==> config.mk <==
export PLATFORM = sky130hd
export DESIGN_NAME = s_core_prog_loader
export DESIGN_NICKNAME = d
export VERILOG_FILES = /design/src/rtl/s_core_loader_pkg.sv /design/src/rtl/s_core_prog_loader_byte_word_assembler.sv /design/src/rtl/s_core_prog_loader.sv
export SDC_FILE = /design/constraint.sdc
export NUM_CORES = 1
export LEC_CHECK = 0
export ABC_AREA = 1
export CORE_MARGIN = 8
export CORE_UTILIZATION = 35
export CTS_CLUSTER_SIZE = 10
export DETAILED_ROUTE_END_ITERATION = 16
export DONT_BUFFER_PORTS = 1
export GPL_ROUTABILITY_DRIVEN = 0
export HOLD_SLACK_MARGIN = 0.15
export SYNTH_ARGS = -nofsm -noshare
export SYNTH_HDL_FRONTEND = slang
export SYNTH_SLANG_ARGS = --single-unit
==> constraint.sdc <==
create_clock -name clk -period 2.7 [get_ports clk]
set_clock_uncertainty 0.15 [all_clocks]
set_input_delay 0.54 -clock clk [delete_from_list [all_inputs] [get_ports clk]]
set_output_delay 0.54 -clock clk [all_outputs]
set_load 0.05 [all_outputs]
==> src/rtl/s_core_loader_pkg.sv <==
// s_core_loader_pkg
// Shared definitions for the s_core program loader: the command opcodes
// carried in the first byte of each frame, the loader FSM state encoding,
// and the kind of frame currently being assembled.
// No ports (package).
package s_core_loader_pkg;

    // Command opcodes (first byte of every frame)
    localparam logic [7:0] CMD_INST  = 8'h01;
    localparam logic [7:0] CMD_REG   = 8'h02;
    localparam logic [7:0] CMD_START = 8'h03;
    localparam logic [7:0] CMD_HALT  = 8'h04;

    // Loader FSM states
    localparam logic [2:0] ST_IDLE     = 3'd0;
    localparam logic [2:0] ST_GET_ADDR = 3'd1;
    localparam logic [2:0] ST_GET_DATA = 3'd2;
    localparam logic [2:0] ST_WRITE    = 3'd3;
    localparam logic [2:0] ST_RUN      = 3'd4;

    // Which command opened the frame in flight
    typedef enum logic [1:0] {
        FR_INST  = 2'd0,
        FR_REG   = 2'd1,
        FR_START = 2'd2
    } frame_e;

endpackage

==> src/rtl/s_core_prog_loader_byte_word_assembler.sv <==
// byte_word_assembler
// 32-bit little-endian shift-in register. Each loaded byte enters at the top
// and the word shifts down, so after four loads the first byte sits in
// bits 7:0. A 2-bit lane counter tracks how many bytes have arrived.
// Ports:
//   clk, rst      clock, synchronous active-high reset
//   i_clr         clear word and lane counter (wins over i_load)
//   i_load        shift i_byte in
//   i_byte        incoming byte
//   o_lane        index of the byte lane the next load fills
//   o_word_nxt    word as it will look once i_byte is shifted in; lets the
//                 caller latch a completed word at the edge of the 4th byte
module byte_word_assembler (
    input  logic        clk,
    input  logic        rst,
    input  logic        i_clr,
    input  logic        i_load,
    input  logic [7:0]  i_byte,
    output logic [1:0]  o_lane,
    output logic [31:0] o_word_nxt
);

    logic [31:0] word_q, word_d;
    logic [1:0]  lane_q, lane_d;

    always_comb begin
        o_word_nxt = {i_byte, word_q[31:8]};
        word_d     = word_q;
        lane_d     = lane_q;
        if (i_clr) begin
            word_d = '0;
            lane_d = '0;
        end else if (i_load) begin
            word_d = o_word_nxt;
            lane_d = lane_q + 2'd1;
        end
    end

    always_ff @(posedge clk) begin
        if (rst) begin
            word_q <= '0;
            lane_q <= '0;
        end else begin
            word_q <= word_d;
            lane_q <= lane_d;
        end
    end

    assign o_lane = lane_q;

endmodule

==> src/rtl/s_core_prog_loader.sv <==
// s_core_prog_loader
// Parses a framed byte stream (command byte + little-endian payload) and
// drives the s_core setup port: instruction-memory writes, register preload,
// start PC and the setup level. The core is held in setup until START.
// Ports:
//   clk, rst                 clock, synchronous active-high reset
//   i_rx_data/valid, o_rx_ready   byte stream in (transfer on valid && ready)
//   o_setup                  1 = core held in load mode
//   o_inst_mem_addr/data, o_inst_we   instruction write, one-cycle strobe
//   o_load_reg_addr/data, o_reg_we    register preload, one-cycle strobe
//   o_pc_instr_start_addr    start PC latched by START
//   o_err                    sticky protocol error, cleared only by reset
module s_core_prog_loader
    import s_core_loader_pkg::*;
#(
    parameter int RX_W = 8
) (
    input  logic            clk,
    input  logic            rst,
    input  logic [RX_W-1:0] i_rx_data,
    input  logic            i_rx_valid,
    output logic            o_rx_ready,
    output logic            o_setup,
    output logic [31:0]     o_inst_mem_addr,
    output logic [31:0]     o_inst_mem_data,
    output logic            o_inst_we,
    output logic [4:0]      o_load_reg_addr,
    output logic [31:0]     o_load_reg_data,
    output logic            o_reg_we,
    output logic [31:0]     o_pc_instr_start_addr,
    output logic            o_err
);

    logic [2:0]  state_q, state_d;
    frame_e      kind_q, kind_d;
    logic [31:0] addr_hold_q, addr_hold_d;   // INST address awaiting its data
    logic [4:0]  idx_hold_q, idx_hold_d;     // REG index awaiting its data
    logic [31:0] inst_addr_q, inst_addr_d;
    logic [31:0] inst_data_q, inst_data_d;
    logic        inst_we_q, inst_we_d;
    logic [4:0]  reg_addr_q, reg_addr_d;
    logic [31:0] reg_data_q, reg_data_d;
    logic        reg_we_q, reg_we_d;
    logic [31:0] pc_q, pc_d;
    logic        setup_q, setup_d;
    logic        err_q, err_d;

    logic        rx_ready;
    logic        accept;
    logic        asm_load;
    logic        asm_clr;
    logic [1:0]  lane;
    logic [31:0] word_nxt;
    logic [7:0]  rx_byte;

    assign rx_byte  = i_rx_data[7:0];
    // WRITE is the only state that refuses a byte
    assign rx_ready = (state_q != ST_WRITE);
    assign accept   = i_rx_valid && rx_ready;
    assign asm_load = accept && ((state_q == ST_GET_ADDR) || (state_q == ST_GET_DATA));
    // Lane counter restarts on every state entry
    assign asm_clr  = (state_d != state_q);

    byte_word_assembler u_asm (
        .clk        (clk),
        .rst        (rst),
        .i_clr      (asm_clr),
        .i_load     (asm_load),
        .i_byte     (rx_byte),
        .o_lane     (lane),
        .o_word_nxt (word_nxt)
    );

    always_comb begin
        state_d     = state_q;
        kind_d      = kind_q;
        addr_hold_d = addr_hold_q;
        idx_hold_d  = idx_hold_q;
        inst_addr_d = inst_addr_q;
        inst_data_d = inst_data_q;
        inst_we_d   = 1'b0;
        reg_addr_d  = reg_addr_q;
        reg_data_d  = reg_data_q;
        reg_we_d    = 1'b0;
        pc_d        = pc_q;
        setup_d     = setup_q;
        err_d       = err_q;

        case (state_q)
            ST_IDLE: begin
                if (accept) begin
                    case (rx_byte)
                        CMD_INST: begin
                            kind_d  = FR_INST;
                            state_d = ST_GET_ADDR;
                        end
                        CMD_REG: begin
                            kind_d  = FR_REG;
                            state_d = ST_GET_ADDR;
                        end
                        CMD_START: begin
                            kind_d  = FR_START;
                            state_d = ST_GET_ADDR;
                        end
                        // HALT outside RUN is treated as a protocol error
                        default: err_d = 1'b1;
                    endcase
                end
            end

            ST_GET_ADDR: begin
                if (accept) begin
                    if (kind_q == FR_REG) begin
                        if (rx_byte[7:5] != 3'b000) begin
                            err_d   = 1'b1;
                            state_d = ST_IDLE;
                        end else begin
                            idx_hold_d = rx_byte[4:0];
                            state_d    = ST_GET_DATA;
                        end
                    end else if (lane == 2'd3) begin
                        if (kind_q == FR_START) begin
                            // PC and setup change at the edge taking the 4th byte
                            pc_d    = word_nxt;
                            setup_d = 1'b0;
                            state_d = ST_RUN;
                        end else begin
                            addr_hold_d = word_nxt;
                            state_d     = ST_GET_DATA;
                        end
                    end
                end
            end

            ST_GET_DATA: begin
                if (accept && (lane == 2'd3)) begin
                    // Outputs and strobe settle at this edge so the WRITE cycle
                    // presents a stable, complete write to the core
                    state_d = ST_WRITE;
                    if (kind_q == FR_INST) begin
                        inst_addr_d = addr_hold_q;
                        inst_data_d = word_nxt;
                        inst_we_d   = 1'b1;
                    end else begin
                        reg_addr_d = idx_hold_q;
                        reg_data_d = word_nxt;
                        reg_we_d   = 1'b1;
                    end
                end
            end

            ST_WRITE: state_d = ST_IDLE;

            ST_RUN: begin
                // Everything except HALT is swallowed silently
                if (accept && (rx_byte == CMD_HALT)) begin
                    setup_d = 1'b1;
                    state_d = ST_IDLE;
                end
            end

            default: state_d = ST_IDLE;
        endcase
    end

    always_ff @(posedge clk) begin
        if (rst) begin
            state_q     <= ST_IDLE;
            kind_q      <= FR_INST;
            addr_hold_q <= '0;
            idx_hold_q  <= '0;
            inst_addr_q <= '0;
            inst_data_q <= '0;
            inst_we_q   <= 1'b0;
            reg_addr_q  <= '0;
            reg_data_q  <= '0;
            reg_we_q    <= 1'b0;
            pc_q        <= '0;
            setup_q     <= 1'b1;
            err_q       <= 1'b0;
        end else begin
            state_q     <= state_d;
            kind_q      <= kind_d;
            addr_hold_q <= addr_hold_d;
            idx_hold_q  <= idx_hold_d;
            inst_addr_q <= inst_addr_d;
            inst_data_q <= inst_data_d;
            inst_we_q   <= inst_we_d;
            reg_addr_q  <= reg_addr_d;
            reg_data_q  <= reg_data_d;
            reg_we_q    <= reg_we_d;
            pc_q        <= pc_d;
            setup_q     <= setup_d;
            err_q       <= err_d;
        end
    end

    assign o_rx_ready            = rx_ready;
    assign o_setup               = setup_q;
    assign o_inst_mem_addr       = inst_addr_q;
    assign o_inst_mem_data       = inst_data_q;
    assign o_inst_we             = inst_we_q;
    assign o_load_reg_addr       = reg_addr_q;
    assign o_load_reg_data       = reg_data_q;
    assign o_reg_we              = reg_we_q;
    assign o_pc_instr_start_addr = pc_q;
    assign o_err                 = err_q;

endmodule

==> metrics, run 1 <==
status complete, no violations; gr usage total 15.47%; Antenna Cells 0; fin crit share 84.91%; die area 25400 um^2; H-Tree Depth 1; clk slew on worst S/H paths 0.05 ns; CP max-delay cell dlygate4sd3_1; footprint of the multi-input gates 2569 um^2; register bit total from synthesis 205; Place WS between 0.4 and 0.5 ns; Tightest Pin Transition between 0.6 and 0.7 ns; post-synthesis async set-or-reset flop share 0%; largest net degree at the start of global routing 99; worst hold path class input port to flip-flop; vias per cell 4.981; Placed Area 7420 um^2; Synth Warn # 0; # resized after CTS 0; WL final a little over 20000 um; FILL cells 2040; Port-buffer cells 0; DRC Markers 0; worst-skew pair later-pin latency 0.51 ns; clk buf depth 3; initial antenna violation count 0; share of cells above drive strength 1 under 10%; router iterations before antenna repair 5; Synth Cell Area ~7000 um^2; PD cells 731.0 nW/um^2; first-pass GRT wire length between 30000 and 40000 um; ANT nets after route 0; fin util approximately two fifths; CP Data Required Time 2.97 ns; Hold Buf Count CTS 9; CP cell instances dlygate4sd3_1, inv_1, nand2_1, nand2_1, nor2_1, nand3_1, nand3_1, nand4_2, nor2_1; sequential cell area between 4000 and 5000 um^2; Slew headroom a little under three fifths; max incr delay on CP approximately 0.57 ns; Top FF cell, synth dfxtp_1; worst setup path category input port to flip-flop; DR iter-0 viols 382; count of max-cap constraint violations 0; Crit. End Element flip-flop; row count 52; RSZ-0062 raised after global routing false; WP buf/inv 2; PnR worst setup slack just over 0.4 ns; Max VDD drop 0.3710 mV; I/O pin cnt between 100 and 150; Synth-to-Final Area Change 13.74%; max-slew violations 0; Arr. time, crit path 2.56 ns; Net count, final 887; DP HPWL 13090 um; number of buffers created by CTS 25; setup bufs post-CTS 0; Avg Cell Area, Syn 8.120 um^2; CTS tree built; clk root buf clkbuf_16; Peak Freq approximately 0.44 GHz; post-route cell area 8183 um^2; Setup Viol. Count Final 0; per-cell routed wire length 17.73 um; DR vias about 5700; Worst Setup Start Kind input port; clk sink count 205; initial core utilization around 36%; number of global-route vias before repair 5244; Cell variety after synth 22; Post-Syn Instances 886; fin crit period between 2 and 2.5 ns; die span in x around 160 um; critical path's top delay family simple AND/OR/NAND/NOR gates; CP max FO 26; Placeable Area between 20000 and 25000 um^2; number of synthesized flops with an enable pin 0; die height 159.4 um; setup TNS 0 ns; LEAKAGE 3.245 nW; syn nets 901; grt total ovfl 0; Seq/Total Area, Yosys ~57%; Final Hold Violating Endpoints 0
## power by group
part / internal (mW) / switching, mW / leakage, nW / total (mW)
Sequential: 3.03 / 0.00538 / 1.65 / 3.03
Clock: 1.67 / 1.18 / 0.330 / 2.85
Combinational: 0.0264 / 0.0703 / 1.26 / 0.0967
## cells in the mapped netlist, types with 4 or more instances
cell      count  area share, %
dfxtp_1     205             57
o21ai_0     164             11
nor2_1      156            8.1
a21oi_1     120            8.3
inv_1        69            3.6
nand2_1      47            2.5
clkbuf_1     36            1.9
o21ai_1      32            2.2
buf_2        24            1.7
nand3_1      10           0.70
ha_1          4           0.70
inv_2         4           0.21
## worst reg2reg max path, delay by kind of cell, from the launching register on
family,cells,cell delay (ns)
adder cells (fa/ha/maj),1,0.24
buffers and inverters,1,0.06
flip-flops,1,0.35
AND/OR/NAND/NOR,5,1.33
## cell families (layout without fill, tap and decap cells)
family	after synthesis	count (layout)	share of synthesized area, %
fa+ha+maj	4	4	0.6957
compound gates	320	320	22.42
simple gates	221	221	12.26
buf+inv	135	126	7.461
xor+xnor	1	1	0.1218
flops	205	205	57.04
## final cells by class
| type | count | share of cell area (%) |
|---|---|---|
| Multi-Input combinational cell | 546 | 31.39 |
| Clock buffer | 28 | 7.905 |
| Inverter | 75 | 3.471 |
| Sequential cell | 205 | 50.15 |
| Clock inverter | 4 | 0.3211 |
| Tap cell | 270 | 4.128 |
| Timing Repair Buffer | 19 | 2.630 |
## final timing paths
check	startpoint	to	slack, ns	cells past startpoint
hold / removal	i_rx_data[1]	u_asm.word_q[25]	0.17	4
hold reg to reg	idx_hold_q[0]	o_load_reg_addr[0]	0.33	2
setup / recovery	i_rx_data[1]	u_asm.word_q[8]	0.41	9
setup reg to reg	u_asm.o_lane[0]	u_asm.word_q[8]	0.50	7
## per-stage QoR
step	hold WS (ns)	std cells	power (mW)
after global routing	0.1934	1147	6.194
after CTS	0.1576	1147	6.061
after floorplan	0.2995	886	3.157
after global placement	0.3154	1106	3.177
final	0.1730	1147	5.982
after detailed placement	0.3147	1106	3.177
## sequential cells by signal, summed over array words and instances (netlist names), 3 cells and up
| name | count |
|---|---|
| u_asm.word_q | 24 |
| o_inst_mem_data | 32 |
| idx_hold_q | 5 |
| o_inst_mem_addr | 32 |
| addr_hold_q | 32 |
| o_load_reg_addr | 5 |
| o_pc_instr_start_addr | 32 |
| state_q | 3 |
| o_load_reg_data | 32 |
## metal layers
layer	GRT usage [%]	vias to the layer above	part of all wire, %
li1	-	2894	-
met1	21.26	2626	47
met2	22.26	170	42
met3	6.075	23	10
met4	3.559	0	1.3
met5	0	-	0
## cells in the final DEF (no fill, tap or decap), types with 2 or more instances in the layout
master,n
a211oi_1,2
a21oi_1,120
buf_12,4
buf_4,6
clkbuf_1,2
clkbuf_16,25
clkinv_2,2
dfxtp_1,205
dlygate4sd3_1,9
ha_1,4
inv_1,68
inv_2,5
nand2_1,47
nand3_1,10
nor2_1,154
nor2_4,2
nor3_1,3
nor3_2,2
o21ai_0,164
o21ai_1,32
No activity file was read; power rests on OpenSTA's default activity.
==> run 2, diff against run 1 <==
clock period = 2.15 ns   (was 2.7 ns; I/O delays follow)
==> run 2 against run 1 <==
  * Worst hold slack improved by 0.014 ns
  * Flip-flop and latch count did not move
  * Die area did not move
  * Via count barely moved
  * Critical path depth fell by 6
  * Largest power group unchanged
  * Critical endpoint is now o_rx_ready
==> metrics, run 2 (synthesized netlist as in run 1, its figures left out) <==
Worst Setup Start Kind flip-flop; ANT nets after route 0 (unchanged); number of global-route vias before repair 5222 (-0.42%); share of cells above drive strength 1 6.455% (+0.53 points); clk slew on worst S/H paths 0.06 ns (about the same); DR vias 5717 (+0.070%); WHS 0.1871 ns (+0.01411 ns); RSZ-0062 raised after global routing true; Final Hold Violating Endpoints 0 (unchanged); largest net degree at the start of global routing 98 (-1.0%); status complete, no violations; row count 52 (unchanged); die height 159.4 um (unchanged); reg-to-reg startpoint u_asm.o_lane[0]; Peak Freq ~0.48 GHz; fin crit period between 2 and 2.5 ns; CP startpoint state_q[1]; count of max-cap constraint violations 0 (unchanged); Min-Delay Startpoint i_rx_data[3]; PnR worst setup slack 0.07737 ns (-0.3300 ns); commonest non-fill, non-tap cell in the layout dfxtp_1; Arr. time, crit path 1.49 ns (-1.07 ns); die span in x 159.4 um (unchanged); fin crit share 96.40%; Hold Path Depth 6 (+2); Synth-to-Final Area Change 15.20%; LEAKAGE 3.297 nW (+1.6%); fin util 40.96% (+0.52 points); path depth of the worst reg2reg path 6 (-1); DR iter-0 viols 335 (-12%); CP Data Required Time 1.57 ns (-1.40 ns); most frequent cells in the layout dfxtp_1 (205), o21ai_0 (164), nor2_1 (154), a21oi_1 (120), inv_1 (68); CP max FO 8 (-69%); clk sink count 205 (unchanged); worst setup path category flip-flop to primary output; number of buffers created by CTS 24 (-4.0%); Max VDD drop 0.5314 mV (+43%); initial core utilization 35.56% (unchanged); max-slew violations 0 (unchanged); WL final 20080 um (-1.3%); clk buf depth 3 (unchanged); Placeable Area 20230 um^2 (unchanged); grt total ovfl 0 (unchanged); per-cell routed wire length 17.41 um (-1.8%); router iterations before antenna repair 5 (unchanged); Net count, final 896 (+1.0%); clk root buf clkbuf_16; I/O pin cnt 149 (unchanged); gr usage total 15.30% (-0.16 points); DP HPWL 13350 um (+2.0%); Port-buffer cells 0 (unchanged); DRC Markers 0 (unchanged); Crit. End Element primary output; # resized after CTS 0 (unchanged); initial antenna violation count 0 (unchanged); Slew headroom 56.72% (+1.7 points); die area 25400 um^2 (unchanged); Antenna Cells 0 (unchanged); worst-skew pair later-pin latency 0.51 ns (about the same); vias per cell 4.958 (-0.45%); worst hold path class input port to flip-flop; PD cells 897.0 nW/um^2 (+23%); first-pass GRT wire length 31410 um (-2.3%); Place WS 0.1542 ns (-0.3124 ns); Tightest Pin Transition 0.6483 ns (-0.02496 ns); H-Tree Depth 1 (unchanged); Setup Viol. Count Final 0 (unchanged); CTS tree built
run 2: changes by cell type in the layout (fill, tap and decap cells not counted), sizes merged:
cell / delta
buf: +8
inv: -1
clkbuf: -1
clkinvlp: -1
dlygate4sd3: +2
clkinv: -1
run 2: repair_timing:
item,CTS,global route
setup endpoints to repair,0,33
setup buffers,0,0
hold buffers,11,0
hold endpoints to repair,54,0
run 2: worst paths after layout:
kind | endpoint | slack (ns)
setup / recovery | o_rx_ready | 0.08
hold / removal | state_q[2] | 0.19
setup reg to reg | o_inst_mem_data[7] | 0.15
hold reg to reg | o_inst_mem_addr[18] | 0.32
run 2: layer usage:
metal | global-route usage, % | up-vias | routed length (um)
li1 | - | 2904 | -
met1 | 20.73 | 2597 | 9469
met2 | 21.70 | 187 | 8077
met3 | 6.179 | 29 | 2118
met4 | 4.803 | 0 | 410
met5 | 0 | - | 0
run 2: cell type report:
cell class | instances | area [um^2]
fillers | 2038 | 11950
flip-flops and latches | 205 | 4104
multi-input cells | 546 | 2569
clock buffers | 27 | 631.9
repair buffers | 29 | 345.3
well taps | 270 | 337.8
inverters | 75 | 284.0
clock inverters | 1 | 16.27
run 2: report_power, final:
group / switching, mW / internal, mW
combinational: 0.0998 / 0.0470
sequential: 0.00669 / 3.80
clock: 1.43 / 2.05
run 2: critical path: stages (launching register included):
cell and delay [ns]:
dfxtp_1 0.47, nand2_1 0.09, nor2_1 0.17, inv_1 0.26
run 2: per-stage QoR:
stage               power, mW  setup TNS [ns]  instances  cell area (um^2)
floorplan               3.965               0        886              7194
global placement        4.003               0       1114              7530
detailed placement      4.003               0       1114              7530
CTS                     7.546               0       1153              8288
finish                  7.434               0       1153              8288
global route            7.724         -0.9486       1153              8288
